--- src/rtl/bp_io_cmd_arbiter_pkg.sv ---
// Shared types for the I/O command arbiter: memory message layout, config selector and width helpers.
// Consumed by bp_io_cmd_arbiter and bp_io_arb_tag_fifo via import bp_io_cmd_arbiter_pkg::*.
package bp_io_cmd_arbiter_pkg;

  typedef enum logic [1:0] {
    e_bp_inv_cfg,
    e_bp_unicore_cfg,
    e_bp_multicore_1_cfg
  } bp_params_e;

  localparam int paddr_width_p       = 40;
  localparam int cce_block_width_p   = 64;
  localparam int cce_payload_width_p = 16;

  localparam logic [paddr_width_p-1:0] io_putchar_addr_lp = 40'h00_0010_1000;
  localparam logic [paddr_width_p-1:0] io_getchar_addr_lp = 40'h00_0010_0000;
  localparam logic [paddr_width_p-1:0] io_finish_addr_lp  = 40'h00_0010_2000;

  typedef enum logic [3:0] {
    e_mem_msg_rd    = 4'd0,
    e_mem_msg_wr    = 4'd1,
    e_mem_msg_uc_rd = 4'd2,
    e_mem_msg_uc_wr = 4'd3
  } bp_mem_msg_e;

  typedef enum logic [2:0] {
    e_mem_msg_size_1 = 3'd0,
    e_mem_msg_size_2 = 3'd1,
    e_mem_msg_size_4 = 3'd2,
    e_mem_msg_size_8 = 3'd3
  } bp_mem_msg_size_e;

  typedef struct packed {
    logic [cce_block_width_p-1:0]   data;
    logic [cce_payload_width_p-1:0] payload;
    bp_mem_msg_size_e               size;
    logic [paddr_width_p-1:0]       addr;
    bp_mem_msg_e                    msg_type;
  } bp_cce_mem_msg_s;

  localparam int cce_mem_msg_width_lp = $bits(bp_cce_mem_msg_s);

  // Every supported config currently shares one message layout.
  function automatic int msg_width(bp_params_e cfg);
    case (cfg)
      e_bp_inv_cfg: return cce_mem_msg_width_lp;
      default:      return cce_mem_msg_width_lp;
    endcase
  endfunction

  // Never returns 0, so a single-entry quantity still gets a 1-bit field.
  function automatic int safe_clog2(int n);
    return (n <= 1) ? 1 : $clog2(n);
  endfunction

endpackage

--- src/rtl/bp_io_arb_tag_fifo.sv ---
// Circular FIFO of source tags for in-flight I/O commands; push v_i/ready_o, pop v_o/yumi_i.
// No push-to-pop bypass: a tag becomes visible on the cycle after it is written.
module bp_io_arb_tag_fifo
  import bp_io_cmd_arbiter_pkg::*;
#(
  parameter int width_p = 1,
  parameter int els_p   = 4
) (
  input  logic               clk_i,
  input  logic               reset_n_i,
  input  logic [width_p-1:0] data_i,
  input  logic               v_i,
  output logic               ready_o,
  output logic [width_p-1:0] data_o,
  output logic               v_o,
  input  logic               yumi_i
);

  localparam int ptr_w = safe_clog2(els_p);
  localparam int cnt_w = $clog2(els_p + 1);

  logic [width_p-1:0] mem_q [els_p];
  logic [ptr_w-1:0]   head_q, head_d, tail_q, tail_d;
  logic [cnt_w-1:0]   cnt_q, cnt_d;
  logic               push, pop;

  assign ready_o = (cnt_q != cnt_w'(els_p));
  assign v_o     = (cnt_q != '0);
  assign data_o  = mem_q[head_q];
  assign push    = v_i & ready_o;
  assign pop     = yumi_i & v_o;

  always_comb begin
    head_d = head_q;
    tail_d = tail_q;
    cnt_d  = cnt_q;
    if (pop) begin
      head_d = (head_q == ptr_w'(els_p - 1)) ? '0 : head_q + ptr_w'(1);
    end
    if (push) begin
      tail_d = (tail_q == ptr_w'(els_p - 1)) ? '0 : tail_q + ptr_w'(1);
    end
    if (push & ~pop) begin
      cnt_d = cnt_q + cnt_w'(1);
    end else if (pop & ~push) begin
      cnt_d = cnt_q - cnt_w'(1);
    end
  end

  always_ff @(posedge clk_i or negedge reset_n_i) begin
    if (!reset_n_i) begin
      head_q <= '0;
      tail_q <= '0;
      cnt_q  <= '0;
    end else begin
      head_q <= head_d;
      tail_q <= tail_d;
      cnt_q  <= cnt_d;
    end
  end

  // Storage carries no reset; only the pointers and count define validity.
  always_ff @(posedge clk_i) begin
    if (push) begin
      mem_q[tail_q] <= data_i;
    end
  end

endmodule

--- src/rtl/bp_io_cmd_arbiter.sv ---
// Round-robin merge of per-core I/O commands onto one host port, with in-order response routing.
// Optional BP_IO_ARB_STATS_EN adds grant/response counters and an orphan-response flag.
module bp_io_cmd_arbiter
  import bp_io_cmd_arbiter_pkg::*;
#(
  parameter bp_params_e bp_params_p       = e_bp_inv_cfg,
  parameter int         num_src_p         = 2,
  parameter int         max_outstanding_p = 4,
  localparam int        msg_w             = msg_width(bp_params_p)
) (
  input  logic                         clk_i,
  input  logic                         reset_n_i,
  input  logic [num_src_p*msg_w-1:0]   src_cmd_i,
  input  logic [num_src_p-1:0]         src_cmd_v_i,
  output logic [num_src_p-1:0]         src_cmd_ready_o,
  output logic [msg_w-1:0]             src_resp_o,
  output logic [num_src_p-1:0]         src_resp_v_o,
  input  logic [num_src_p-1:0]         src_resp_yumi_i,
  output logic [msg_w-1:0]             io_cmd_o,
  output logic                         io_cmd_v_o,
  input  logic                         io_cmd_ready_i,
  input  logic [msg_w-1:0]             io_resp_i,
  input  logic                         io_resp_v_i,
  output logic                         io_resp_yumi_o
);

  localparam int lg_num_src = safe_clog2(num_src_p);
  typedef logic [lg_num_src-1:0] bp_io_src_tag_t;

  logic [msg_w-1:0] src_msg [num_src_p];
  bp_io_src_tag_t   rr_q, rr_d, win, tag_head;
  logic             any_v, grant_en, xfer, tag_ready, tag_v, resp_v, found;
  int               idx;

  genvar gi;
  generate
    for (gi = 0; gi < num_src_p; gi++) begin : g_src
      assign src_msg[gi]         = src_cmd_i[gi*msg_w +: msg_w];
      assign src_cmd_ready_o[gi] = grant_en & any_v & (win == bp_io_src_tag_t'(gi));
      assign src_resp_v_o[gi]    = resp_v & (tag_head == bp_io_src_tag_t'(gi));
    end
  endgenerate

  // First valid source at or above the pointer, wrapping past the top.
  always_comb begin
    win   = rr_q;
    found = 1'b0;
    idx   = 0;
    for (int i = 0; i < num_src_p; i++) begin
      idx = int'(rr_q) + i;
      if (idx >= num_src_p) begin
        idx = idx - num_src_p;
      end
      if (!found && src_cmd_v_i[idx[lg_num_src-1:0]]) begin
        found = 1'b1;
        win   = bp_io_src_tag_t'(idx);
      end
    end
  end

  // reset_n_i gates grant so nothing is offered to the host while reset is held.
  assign any_v      = |src_cmd_v_i;
  assign grant_en   = reset_n_i & io_cmd_ready_i & tag_ready;
  assign io_cmd_v_o = grant_en & any_v;
  assign io_cmd_o   = src_msg[win];
  assign xfer       = io_cmd_v_o;

  always_comb begin
    rr_d = rr_q;
    if (xfer) begin
      rr_d = (win == bp_io_src_tag_t'(num_src_p - 1)) ? '0 : win + bp_io_src_tag_t'(1);
    end
  end

  always_ff @(posedge clk_i or negedge reset_n_i) begin
    if (!reset_n_i) begin
      rr_q <= '0;
    end else begin
      rr_q <= rr_d;
    end
  end

  bp_io_arb_tag_fifo #(
    .width_p (lg_num_src),
    .els_p   (max_outstanding_p)
  ) tag_fifo (
    .clk_i     (clk_i),
    .reset_n_i (reset_n_i),
    .data_i    (win),
    .v_i       (xfer),
    .ready_o   (tag_ready),
    .data_o    (tag_head),
    .v_o       (tag_v),
    .yumi_i    (io_resp_yumi_o)
  );

  // A response without a tag is never routed; it waits at the host port.
  assign resp_v         = io_resp_v_i & tag_v;
  assign src_resp_o     = io_resp_i;
  assign io_resp_yumi_o = |(src_resp_v_o & src_resp_yumi_i);

`ifdef BP_IO_ARB_STATS_EN
  logic [31:0] grant_cnt_q [num_src_p];
  logic [31:0] grant_cnt_d [num_src_p];
  logic [31:0] resp_cnt_q  [num_src_p];
  logic [31:0] resp_cnt_d  [num_src_p];
  logic        orphan_resp_r, orphan_set;

  assign orphan_set = reset_n_i & io_resp_v_i & ~tag_v;

  always_comb begin
    for (int i = 0; i < num_src_p; i++) begin
      grant_cnt_d[i] = grant_cnt_q[i];
      resp_cnt_d[i]  = resp_cnt_q[i];
      if (src_cmd_ready_o[i] & src_cmd_v_i[i] & ~&grant_cnt_q[i]) begin
        grant_cnt_d[i] = grant_cnt_q[i] + 32'd1;
      end
      if (src_resp_v_o[i] & src_resp_yumi_i[i] & ~&resp_cnt_q[i]) begin
        resp_cnt_d[i] = resp_cnt_q[i] + 32'd1;
      end
    end
  end

  always_ff @(posedge clk_i or negedge reset_n_i) begin
    if (!reset_n_i) begin
      for (int i = 0; i < num_src_p; i++) begin
        grant_cnt_q[i] <= '0;
        resp_cnt_q[i]  <= '0;
      end
      orphan_resp_r <= 1'b0;
    end else begin
      for (int i = 0; i < num_src_p; i++) begin
        grant_cnt_q[i] <= grant_cnt_d[i];
        resp_cnt_q[i]  <= resp_cnt_d[i];
      end
      orphan_resp_r <= orphan_resp_r | orphan_set;
    end
  end

  always @(posedge clk_i) begin
    if (orphan_set && !orphan_resp_r) begin
      $error("bp_io_cmd_arbiter: host response with no outstanding tag");
    end
  end

  final begin
    for (int i = 0; i < num_src_p; i++) begin
      $display("bp_io_cmd_arbiter src%0d grants=%0d resps=%0d", i, grant_cnt_q[i], resp_cnt_q[i]);
    end
    $display("bp_io_cmd_arbiter orphan_resp=%0b", orphan_resp_r);
  end
`endif

endmodule

--- config.mk ---
export PLATFORM = sky130hd
export DESIGN_NAME = bp_io_cmd_arbiter
export DESIGN_NICKNAME = d
export VERILOG_FILES = /design/src/rtl/bp_io_cmd_arbiter_pkg.sv /design/src/rtl/bp_io_arb_tag_fifo.sv /design/src/rtl/bp_io_cmd_arbiter.sv
export SDC_FILE = /design/constraint.sdc
export NUM_CORES = 1
export LEC_CHECK = 0
export ABC_CLOCK_PERIOD_IN_PS = 4900
export CAP_MARGIN = 15
export CORE_AREA = 8 8 244 246
export DETAILED_ROUTE_END_ITERATION = 8
export DIE_AREA = 0 0 252 254
export SYNTH_ARGS = -nofsm -noshare
export SYNTH_HDL_FRONTEND = slang
export SYNTH_SLANG_ARGS = --single-unit
--- constraint.sdc ---
create_clock -name clk_i -period 4.9 [get_ports clk_i]
set_input_delay 0.49 -clock clk_i [delete_from_list [all_inputs] [get_ports clk_i]]
set_output_delay 0.49 -clock clk_i [all_outputs]
set_load 0.05 [all_outputs]
After elaboration in Yosys (flattened, before gate mapping). Memories as Yosys holds them, arrays and structs flattened. Cells that the tools add are included.

Output and inout bits: 260. RAM bits: 4. Word-level logic and storage cells: 64. Memories: 1. Input bits: 389. Register bits: 8.

Memory list: tag_fifo.mem_q (words 4, bits a word 1, rd ports 1, clocked after memory_dff 0, wr ports 1, line bp_io_arb_tag_fifo.sv:22) `logic [width_p-1:0] mem_q [els_p];`.

Mux-type cells: 19. Reduce and logical (&&, ||, !) cells: 6. Add/sub/neg operators: 8. Equal/unequal tests: 3. Bitwise gates (word level): 18. Order comparisons: 5.

Operators by type and width (count): 127-bit two-way mux (3); 1-bit bitwise AND (12); 1-bit two-way mux (12); 3-bit two-way mux (2); 2-bit by 1-bit adder with 2-bit output (second input constant) (2); 2-bit equality test (second input constant) (2); 2-bit >= comparator (second input constant) (2); 1-bit by 2-bit < comparator with 1-bit output (second input constant) (2); 2-bit two-way mux (2); 1-bit NOT (4); 2-bit OR reduction (2); 3-bit by 1-bit adder with 3-bit output (second input constant) (1); 3-bit inequality test (second input constant) (1); 3-bit nonzero test (1); 3-bit by 1-bit subtractor with 3-bit output (second input constant) (1); 1-bit by 1-bit adder with 2-bit output (second input constant) (1); 2-bit bitwise AND (1); 1-bit by 2-bit >= comparator with 1-bit output (second input constant) (1); 1-bit NOT with 2-bit output (1); 2-bit nonzero test (1); 1-bit subtractor (second input constant) (2); 1-bit adder (second input constant) (1); 1-bit logical AND (1); 1-bit zero test (1).

Logic depth before layout (Yosys ltp). Gate-level depths: netlist of the first run.

Depth in word-level cells: 12. Depth in mapped cells: 8. Mapped depth without buffers: 8.

Cells and area by module. From an unflattened synthesis of the first run, not the netlist that was laid out.

Cells, all modules: 326. Area, all modules: 3774.9 µm².

Modules (own cells, without submodules): bp_io_cmd_arbiter (seq. area each 25.0 µm², cells each 284, area each 3183.1 µm², instances 1); bp_io_arb_tag_fifo (seq. area each 295.3 µm², cells each 42, area each 591.8 µm², instances 1).

Least setup slack after synthesis of the first run. Ideal clock, no wire load.

Path kind: input to output. Start: input port src_cmd_v_i[0]. End: output port src_cmd_ready_o[0]. Data required time: 4.410 ns. Buffers on the path: 2. Stages: 5. Arrival: 1.921 ns. Path slack: 2.489 ns. Path through: inv_1 -> maj3_2 -> clkbuf_1 -> buf_2 -> nor2b_1.

Longest elaborated chain between the ends: 8. Elaborated cells between the ends (all ways): 13. Those cells by class: mux (7); bitwise (3); reduce/logical (3).

Ends and longest elaborated chain: start: declaration (line bp_io_cmd_arbiter.sv:14) `input logic [num_src_p-1:0] src_cmd_v_i,`; 1-bit two-way mux (implied by the code) (2 in a row) (line bp_io_cmd_arbiter.sv:54) `if (!found && src_cmd_v_i[idx[lg_num_src-1:0]]) begin`; 1-bit two-way mux (line bp_io_cmd_arbiter.sv:54); 1-bit zero test (line bp_io_cmd_arbiter.sv:54); 1-bit logical AND (line bp_io_cmd_arbiter.sv:54); 1-bit two-way mux * (line bp_io_cmd_arbiter.sv:54); named net tag_fifo.data_i (line bp_io_arb_tag_fifo.sv:11) `input logic [width_p-1:0] data_i,`; 1-bit NOT * (line bp_io_cmd_arbiter.sv:39) `assign src_cmd_ready_o[gi] = grant_en & any_v & (win == bp_io_src_tag_t'(gi));`; 1-bit bitwise AND * (line bp_io_cmd_arbiter.sv:39); end: declaration (line bp_io_cmd_arbiter.sv:15) `output logic [num_src_p-1:0] src_cmd_ready_o,`.

Mark *: on every way through the listed nets, which the timed path passes. The rest lies on a longest branch. The select of a mux whose other input is x is not followed.

Worst setup path in the final report of the first run.
Start: input port src_cmd_v_i[0]. End: output port io_cmd_o[65].

Longest elaborated chain between the ends: 10. Elaborated cells between the ends (all ways): 13. Those cells by class: mux (10); bitwise (1); reduce/logical (2).

Ends and longest elaborated chain: 1-bit two-way mux (implied by the code) (2 in a row) (line bp_io_cmd_arbiter.sv:54); 1-bit two-way mux (line bp_io_cmd_arbiter.sv:54); 1-bit zero test (line bp_io_cmd_arbiter.sv:54); 1-bit logical AND (line bp_io_cmd_arbiter.sv:54); 1-bit two-way mux * (line bp_io_cmd_arbiter.sv:54); 1-bit NOT with 2-bit output (implied by the code) * (line bp_io_cmd_arbiter.sv:65) `assign io_cmd_o = src_msg[win];`; 127-bit two-way mux (implied by the code) * (3 in a row) (line bp_io_cmd_arbiter.sv:65); end: declaration (line bp_io_cmd_arbiter.sv:19) `output logic [msg_w-1:0] io_cmd_o,`.

Mark *: on every way between the ends. The rest lies on a longest branch, timed or not. The select of a mux whose other input is x is not followed.

==> run summary, run 1 <==
Fin. Hold Viols: 0
Slew HR: 0.3559
Crit path from: src_cmd_v_i[0]
Worst vdd ir: 0.1919 mV
Clock share of power: 0.060
Resize count post-CTS: 0
FF+latch area: 320.3 um2
Sum of negative setup slack: 0 ns
RR Startpoint: tag_fifo.head_q[0]
Sequential power share: 0.077
Post-Syn Nets: 719
Internal power: 1.164 mW
Post-synth top area share: 0.4648
WL per Instance: 17.81 um
Clock tree buffer depth: 2
Number of fill cells in the layout: 6346
Crit-path max FO: 66
DIE AREA: 64010 um2
H-tree Lvls: 1
Core area: 55730 um2
1st-pass router iterations: 4
Crit. End Element: output pin
Sequential fraction of the synthesis area: 0.1017
Synthesized area per cell: 9.750 um2
CTS sink cnt: 12
Residual DRC count: 0
Via count: 3541
Post-Syn Area: 3149 um2
Crit share post-route: 0.7838
IO Pins: 649
Synth Warn #: 0
Max-cap violation count: 0
DR iter-0 viols: 112
Clk pin slew, worst setup/hold paths: 0.04 ns
Dominant cells by area after synthesis: mux2_2, buf_4, dfrtp_1
Setup ws final: 1.060 ns
First-pass GRT wire length: 31240 um
RR Endpoint: tag_fifo.cnt_q[1]
Final RePlAce weighted congestion: 0.9096
Layout cells sized above 1: 0.2466
CTS tree: done
Initial Util: 0.05651
Commonest non-fill, non-tap cell in the layout: clkdlybuf4s50_1
Design Area, Final: 7151 um2
Initial antenna violation count: 11
Die outline height: 254 um
Grt total ovfl: 0
Die Wd: 252 um
Clock insertion delay at the later pin of the skew report: 0.24 ns
Vias per cell: 2.635
PortBufs: 394
Area of the multi-input gates: 1785 um2
Final core utilization: 0.1283
Post-Synthesis Cells: 323
Sw Pwr: 1.347 mW
Post-DP HPWL: 21570 um
Reg2reg path depth: 6
WHS: 0.5432 ns
Area growth from synthesis to layout: 127.1%
Worst setup path end: io_cmd_o[65]
RSZ-0062 raised after global routing: false
Largest net degree at the start of global routing: 67
Nets@finish: 981
Fin. max-slew vios: 0
Worst setup SP type: input port
Status: finished clean
Total Routing Usage GR: 0.06869
Hold Buf Count CTS: 0
Combinational share of power: 0.863
Cell Pwr Density: 351.2 nW/um2
Yosys reg bits: 12
Setup bufs post-CTS: 0
Leak: 2.407 nW
Vias in the first global route: 4180
Root buf cell: clkbuf_16
FP Rows: 87
Post-synth cell types: 24
Antenna viol nets, final: 0
Flop2flop setup slack: 2.50 ns
Crit Path Class: in2out
Worst-margin pin slew: 0.9661 ns
Sw Ratio: 0.5365
Placement Setup Slack: 1.029 ns
Hold/Removal Path Class: reg2reg
Leading area contributor after synthesis: mux2_2
Setup violators final: 0
Data required, critical path: 4.41 ns
CTS Buf Count: 3
Commonest cells after routing, fill and taps aside: clkdlybuf4s50_1, mux2_2, dfrtp_1
DP Area: 7062 um2
Final Skew: 0.002234 ns
WP data arrival: 3.35 ns
Max Clock Freq: 260.4 MHz
Total Wirelength: 23930 um
Final min period: 3.840 ns
-- sequential cells by signal, indices dropped and copies added (netlist names) --
| register | count |
|---|---|
| rr_q | 1 |
| tag_fifo.cnt_q | 3 |
| tag_fifo.mem_q | 4 |
| tag_fifo.head_q | 2 |
| tag_fifo.tail_q | 2 |
-- power by group through the flow --
stage	Sequential [mW]	Combinational [mW]	Clock, mW
floorplan	0.183	1.68	0
global placement	0.191	2.17	0
detailed placement	0.196	2.19	0
CTS	0.194	2.20	0.155
global route	0.202	2.27	0.159
finish	0.194	2.17	0.150
-- critical path, cell delays in order --
cell,delay [ns]
clkdlybuf4s50_1,0.42
inv_1,0.08
maj3_4,0.80
buf_12,0.33
mux2_2,0.40
clkdlybuf4s50_1,0.72
-- per-stage QoR --
stage	power [mW]	std cells
after floorplan	1.859	323
after global placement	2.366	1336
after detailed placement	2.381	1336
after CTS	2.546	1340
after global routing	2.634	1340
final	2.511	1344
-- worst min path at each step --
stage | slack [ns] | start | end | depth (start not counted)
floorplan | 0.19 | reset_n_i | rr_q | 0
global placement | 0.54 | rr_q | rr_q | 2
detailed placement | 0.54 | rr_q | rr_q | 2
CTS | 0.55 | rr_q | rr_q | 2
global route | 0.57 | rr_q | rr_q | 2
finish | 0.54 | rr_q | rr_q | 2
-- cells in the mapped netlist --
cell,instances
a21oi_1,1
a21oi_2,1
and2_1,5
buf_2,13
buf_4,127
clkbuf_1,1
clkinv_2,1
dfrtp_1,8
edfxtp_1,4
fa_1,1
ha_1,6
inv_1,5
maj3_2,1
mux2_2,130
mux2_4,3
mux2i_1,1
mux4_2,1
nor2_1,5
nor2b_1,2
o211ai_1,1
o311ai_0,2
o31ai_1,1
xnor2_1,1
xor2_1,2
-- routing by layer --
layer,vias to the layer above,part of all wire,GRT usage
met5,-,0.0038,0.006173
met4,8,0.021,0.01190
met3,29,0.21,0.06748
met2,482,0.41,0.1061
met1,1504,0.36,0.06592
li1,1518,-,-
-- cell type report --
| class | count | area share |
|---|---|---|
| Clock buffer | 4 | 0.01102 |
| Antenna cell | 4 | 0.001400 |
| Sequential cell | 12 | 0.04479 |
| Multi-Input combinational cell | 164 | 0.2497 |
| Tap cell | 756 | 0.1323 |
| Timing Repair Buffer | 398 | 0.5575 |
| Inverter | 6 | 0.003325 |
-- logic make-up (layout without fill, tap and decap cells) --
logic type               Yosys count  count (layout)  share of synthesized area
buffers and inverters            147             408                     0.3321
other                              0               4                          0
AND/OR/NAND/NOR                   12              12                    0.01986
AO/OA/AOI/OAI                      6               6                    0.01470
XOR/XNOR                           3               3                   0.008345
multiplexers                     135             135                     0.4895
adder cells (fa/ha/maj)            8               8                    0.03377
flip-flops                        12              12                     0.1017
No activity file was read; power rests on OpenSTA's default activity.
==> inputs of run 2 (changes only) <==
--- a/config.mk
+++ b/config.mk
@@ -5,11 +5,11 @@
 export SDC_FILE = /design/constraint.sdc
 export NUM_CORES = 1
 export LEC_CHECK = 0
-export ABC_CLOCK_PERIOD_IN_PS = 4900
+export ABC_CLOCK_PERIOD_IN_PS = 3200
 export CAP_MARGIN = 15
-export CORE_AREA = 8 8 244 246
+export CORE_AREA = 8 8 248 250
 export DETAILED_ROUTE_END_ITERATION = 8
-export DIE_AREA = 0 0 252 254
+export DIE_AREA = 0 0 256 258
 export SYNTH_ARGS = -nofsm -noshare
 export SYNTH_HDL_FRONTEND = slang
 export SYNTH_SLANG_ARGS = --single-unit
==> constraint.sdc (replaced) <==
create_clock -name clk_i -period 3.2 [get_ports clk_i]
set_input_delay 0.32 -clock clk_i [delete_from_list [all_inputs] [get_ports clk_i]]
set_output_delay 0.32 -clock clk_i [all_outputs]
set_load 0.05 [all_outputs]
==> run 2 against run 1 <==
Worst hold slack got worse by 0.11 ns. Design area decreased by 2.6%. Critical path depth unchanged. Clock power increased by 52%. Register-to-register slack got worse by 1.7 ns. Sequential power increased by 53%. Sequential share of layout area increased by 0.12 points. Power increased by 49%. Utilization decreased by 0.69 points. Largest power group unchanged. Largest cell class unchanged. Sequential cell count unchanged. Clock-buffer cell count decreased by 1.
==> run summary, run 2 (same netlist as run 1, synthesis figures left out) <==
Initial antenna violation count: 10 (was 11)
Routed wl met2: 8011 um (was 9717 um)
Max Used Layer: met5 (unchanged)
WP data arrival: 2.48 ns (was 3.35 ns)
RR Startpoint: tag_fifo.head_q[0] (unchanged)
Grt total ovfl: 0 (unchanged)
Leak: 2.513 nW (was 2.407 nW)
Worst setup path end: io_cmd_o[0] (was io_cmd_o[65])
Worst vdd ir: 0.3315 mV (was 0.1919 mV)
Crit path from: src_cmd_v_i[0] (unchanged)
WL met3: 3652 um (was 4981 um)
Hold/Removal Path Class: in2async (was reg2reg)
Crit Path Class: in2out (unchanged)
Die Wd: 256 um (was 252 um)
Sw Pwr: 2.020 mW (was 1.347 mW)
H-tree Lvls: 1 (unchanged)
Largest net degree at the start of global routing: 67 (unchanged)
CP max-delay cell: clkdlybuf4s50_1 (was maj3_4)
DP Area: 6878 um2 (was 7062 um2)
CTS sink cnt: 12 (unchanged)
Post-DP HPWL: 18330 um (was 21570 um)
Sw Ratio: 0.5411 (was 0.5365)
Area of the multi-input gates: 1785 um2 (unchanged)
DIE AREA: 66050 um2 (was 64010 um2)
Sequential power share: 0.079 (was 0.077)
Design Area, Final: 6962 um2 (was 7151 um2)
Nets@finish: 982 (was 981)
Total Wirelength: 19960 um (was 23930 um)
Area growth from synthesis to layout: 121.1% (was 127.1%)
Biggest register: tag_fifo.mem_q (unchanged)
Antenna viol nets, final: 0 (unchanged)
Crit share post-route: 0.8765
First-pass GRT wire length: 27400 um (was 31240 um)
CTS Buf Count: 3 (unchanged)
Resize count post-CTS: 0 (unchanged)
Final RePlAce weighted congestion: 0.7431 (was 0.9096)
Setup violators final: 0 (unchanged)
Clock share of power: 0.061 (was 0.060)
Final min period: 2.805 ns
WHS: 0.4344 ns (was 0.5432 ns)
Setup bufs post-CTS: 0 (unchanged)
Fin. Hold Viols: 0 (unchanged)
Crit path cell chain: clkdlybuf4s50_1 -> inv_1 -> maj3_4 -> buf_12 -> mux2_2 -> clkdlybuf4s50_1 (unchanged)
IO Pins: 649 (unchanged)
Reg2reg path depth: 6 (unchanged)
Worst setup SP type: input port (unchanged)
Residual DRC count: 0 (unchanged)
Via count: 3495 (was 3541)
Fin cells: 1352 (was 1344)
Vias in the first global route: 4102 (was 4180)
Crit-path max FO: 39 (was 66)
Dpl cells: 1346 (was 1336)
Max Clock Freq: 356.5 MHz
Cell Pwr Density: 536.3 nW/um2 (was 351.2 nW/um2)
FF+latch area: 320.3 um2 (unchanged)
RR Endpoint: tag_fifo.cnt_q[1] (unchanged)
Combinational share of power: 0.860 (was 0.863)
FP Rows: 88 (was 87)
Root buf cell: clkbuf_16 (unchanged)
Final Skew: 0.002954 ns (was 0.002234 ns)
Internal power: 1.713 mW (was 1.164 mW)
Data required, critical path: 2.88 ns (was 4.41 ns)
Status: finished clean (unchanged)
Clock insertion delay at the later pin of the skew report: 0.24 ns (about the same)
Number of fill cells in the layout: 6507 (was 6346)
Clock tree buffer depth: 2 (unchanged)
Commonest non-fill, non-tap cell in the layout: clkdlybuf4s50_1 (unchanged)
Layout cells sized above 1: 0.4120 (was 0.2466)
DR iter-0 viols: 107 (was 112)
RSZ-0062 raised after global routing: false (unchanged)
Commonest cells after routing, fill and taps aside: clkdlybuf4s50_1, mux2_2, buf_4 (was clkdlybuf4s50_1, mux2_2, dfrtp_1)
Flop2flop setup slack: 0.79 ns (was 2.50 ns)
Total Routing Usage GR: 0.05546 (was 0.06869)
PortBufs: 394 (unchanged)
Slew HR: 0.6515 (was 0.3559)
Crit. End Element: output pin (unchanged)
Initial Util: 0.05490 (was 0.05651)
Sum of negative setup slack: 0 ns (unchanged)
Crit path top cell by count: clkdlybuf4s50_1 (unchanged)
Core area: 57370 um2 (was 55730 um2)
WL met1: 7961 um (was 8629 um)
Pwr Total: 3.733 mW (was 2.511 mW)
Max-cap violation count: 0 (unchanged)
1st-pass router iterations: 4 (unchanged)
Vias per cell: 2.585 (was 2.635)
CP peak stage delay: 0.80 ns (about the same)
Max reg flops: 4 (unchanged)
Largest registers: tag_fifo.mem_q (4), tag_fifo.cnt_q (3) (unchanged)
Hold Buf Count CTS: 0 (unchanged)
Clk pin slew, worst setup/hold paths: 0.04 ns (about the same)
WL per Instance: 14.76 um (was 17.81 um)
Fin. max-slew vios: 0 (unchanged)
Worst-margin pin slew: 0.5211 ns (was 0.9661 ns)
Die outline height: 258 um (was 254 um)
CTS tree: done (unchanged)
==> run 2: cell count changes in the layout (fill, tap and decap cells not counted), sizes merged <==
| cell | delta |
|---|---|
| buf | +97 |
| clkbuf | -1 |
| clkdlybuf4s50 | -96 |
| clkinv | +1 |
| diode | -2 |
==> run 2: worst min path at each step <==
stage | slack (ns) | startpoint | to | cells past startpoint
finish | 0.43 | reset_n_i | tag_fifo.head_q[0] | 2
CTS | 0.44 | reset_n_i | tag_fifo.head_q[0] | 2
global route | 0.45 | reset_n_i | tag_fifo.head_q[0] | 2
detailed placement | 0.56 | rr_q | rr_q | 2
global placement | 0.54 | tag_fifo.head_q[1] | tag_fifo.head_q[1] | 1
floorplan | 0.02 | reset_n_i | rr_q | 0
==> run 2: area by class of cell <==
cell class	count	area share
Timing Repair Buffer	399	0.5446
Multi-Input combinational cell	164	0.2565
Tap cell	765	0.1375
Sequential cell	12	0.04601
Clock buffer	3	0.01078
Inverter	6	0.003415
Antenna cell	2	0.0007189
Clock inverter	1	0.0005392
==> run 2: through the flow <==
step | utilization | worst slack [ns]
floorplan | - | 0.9136
finish | 0.1214 | 0.3951
detailed placement | 0.1199 | 0.3780
global placement | 0.1199 | 0.4075
CTS | 0.1213 | 0.3740
global route | 0.1213 | 0.3246
==> run 2: critical path, delay by kind of cell <==
| family | cells | cell delay (ns) |
|---|---|---|
| muxes | 1 | 0.24 |
| adders and majority gates | 1 | 0.36 |
| buffers and inverters | 4 | 1.55 |
==> run 2: power groups by stage <==
stage / combinational [mW] / clock (mW) / sequential [mW]
2_1_floorplan: 2.57 / 0 / 0.280
3_3_place_gp: 3.22 / 0 / 0.294
3_5_place_dp: 3.25 / 0 / 0.300
4_1_cts: 3.26 / 0.235 / 0.297
5_1_grt: 3.37 / 0.244 / 0.310
6_report: 3.21 / 0.228 / 0.296
==> run 2: metal layers <==
metal,global-route usage,vias to the layer above
met5,0.02190,-
met4,0.009954,8
met3,0.04710,17
met2,0.08081,487
met1,0.06002,1469
li1,-,1514
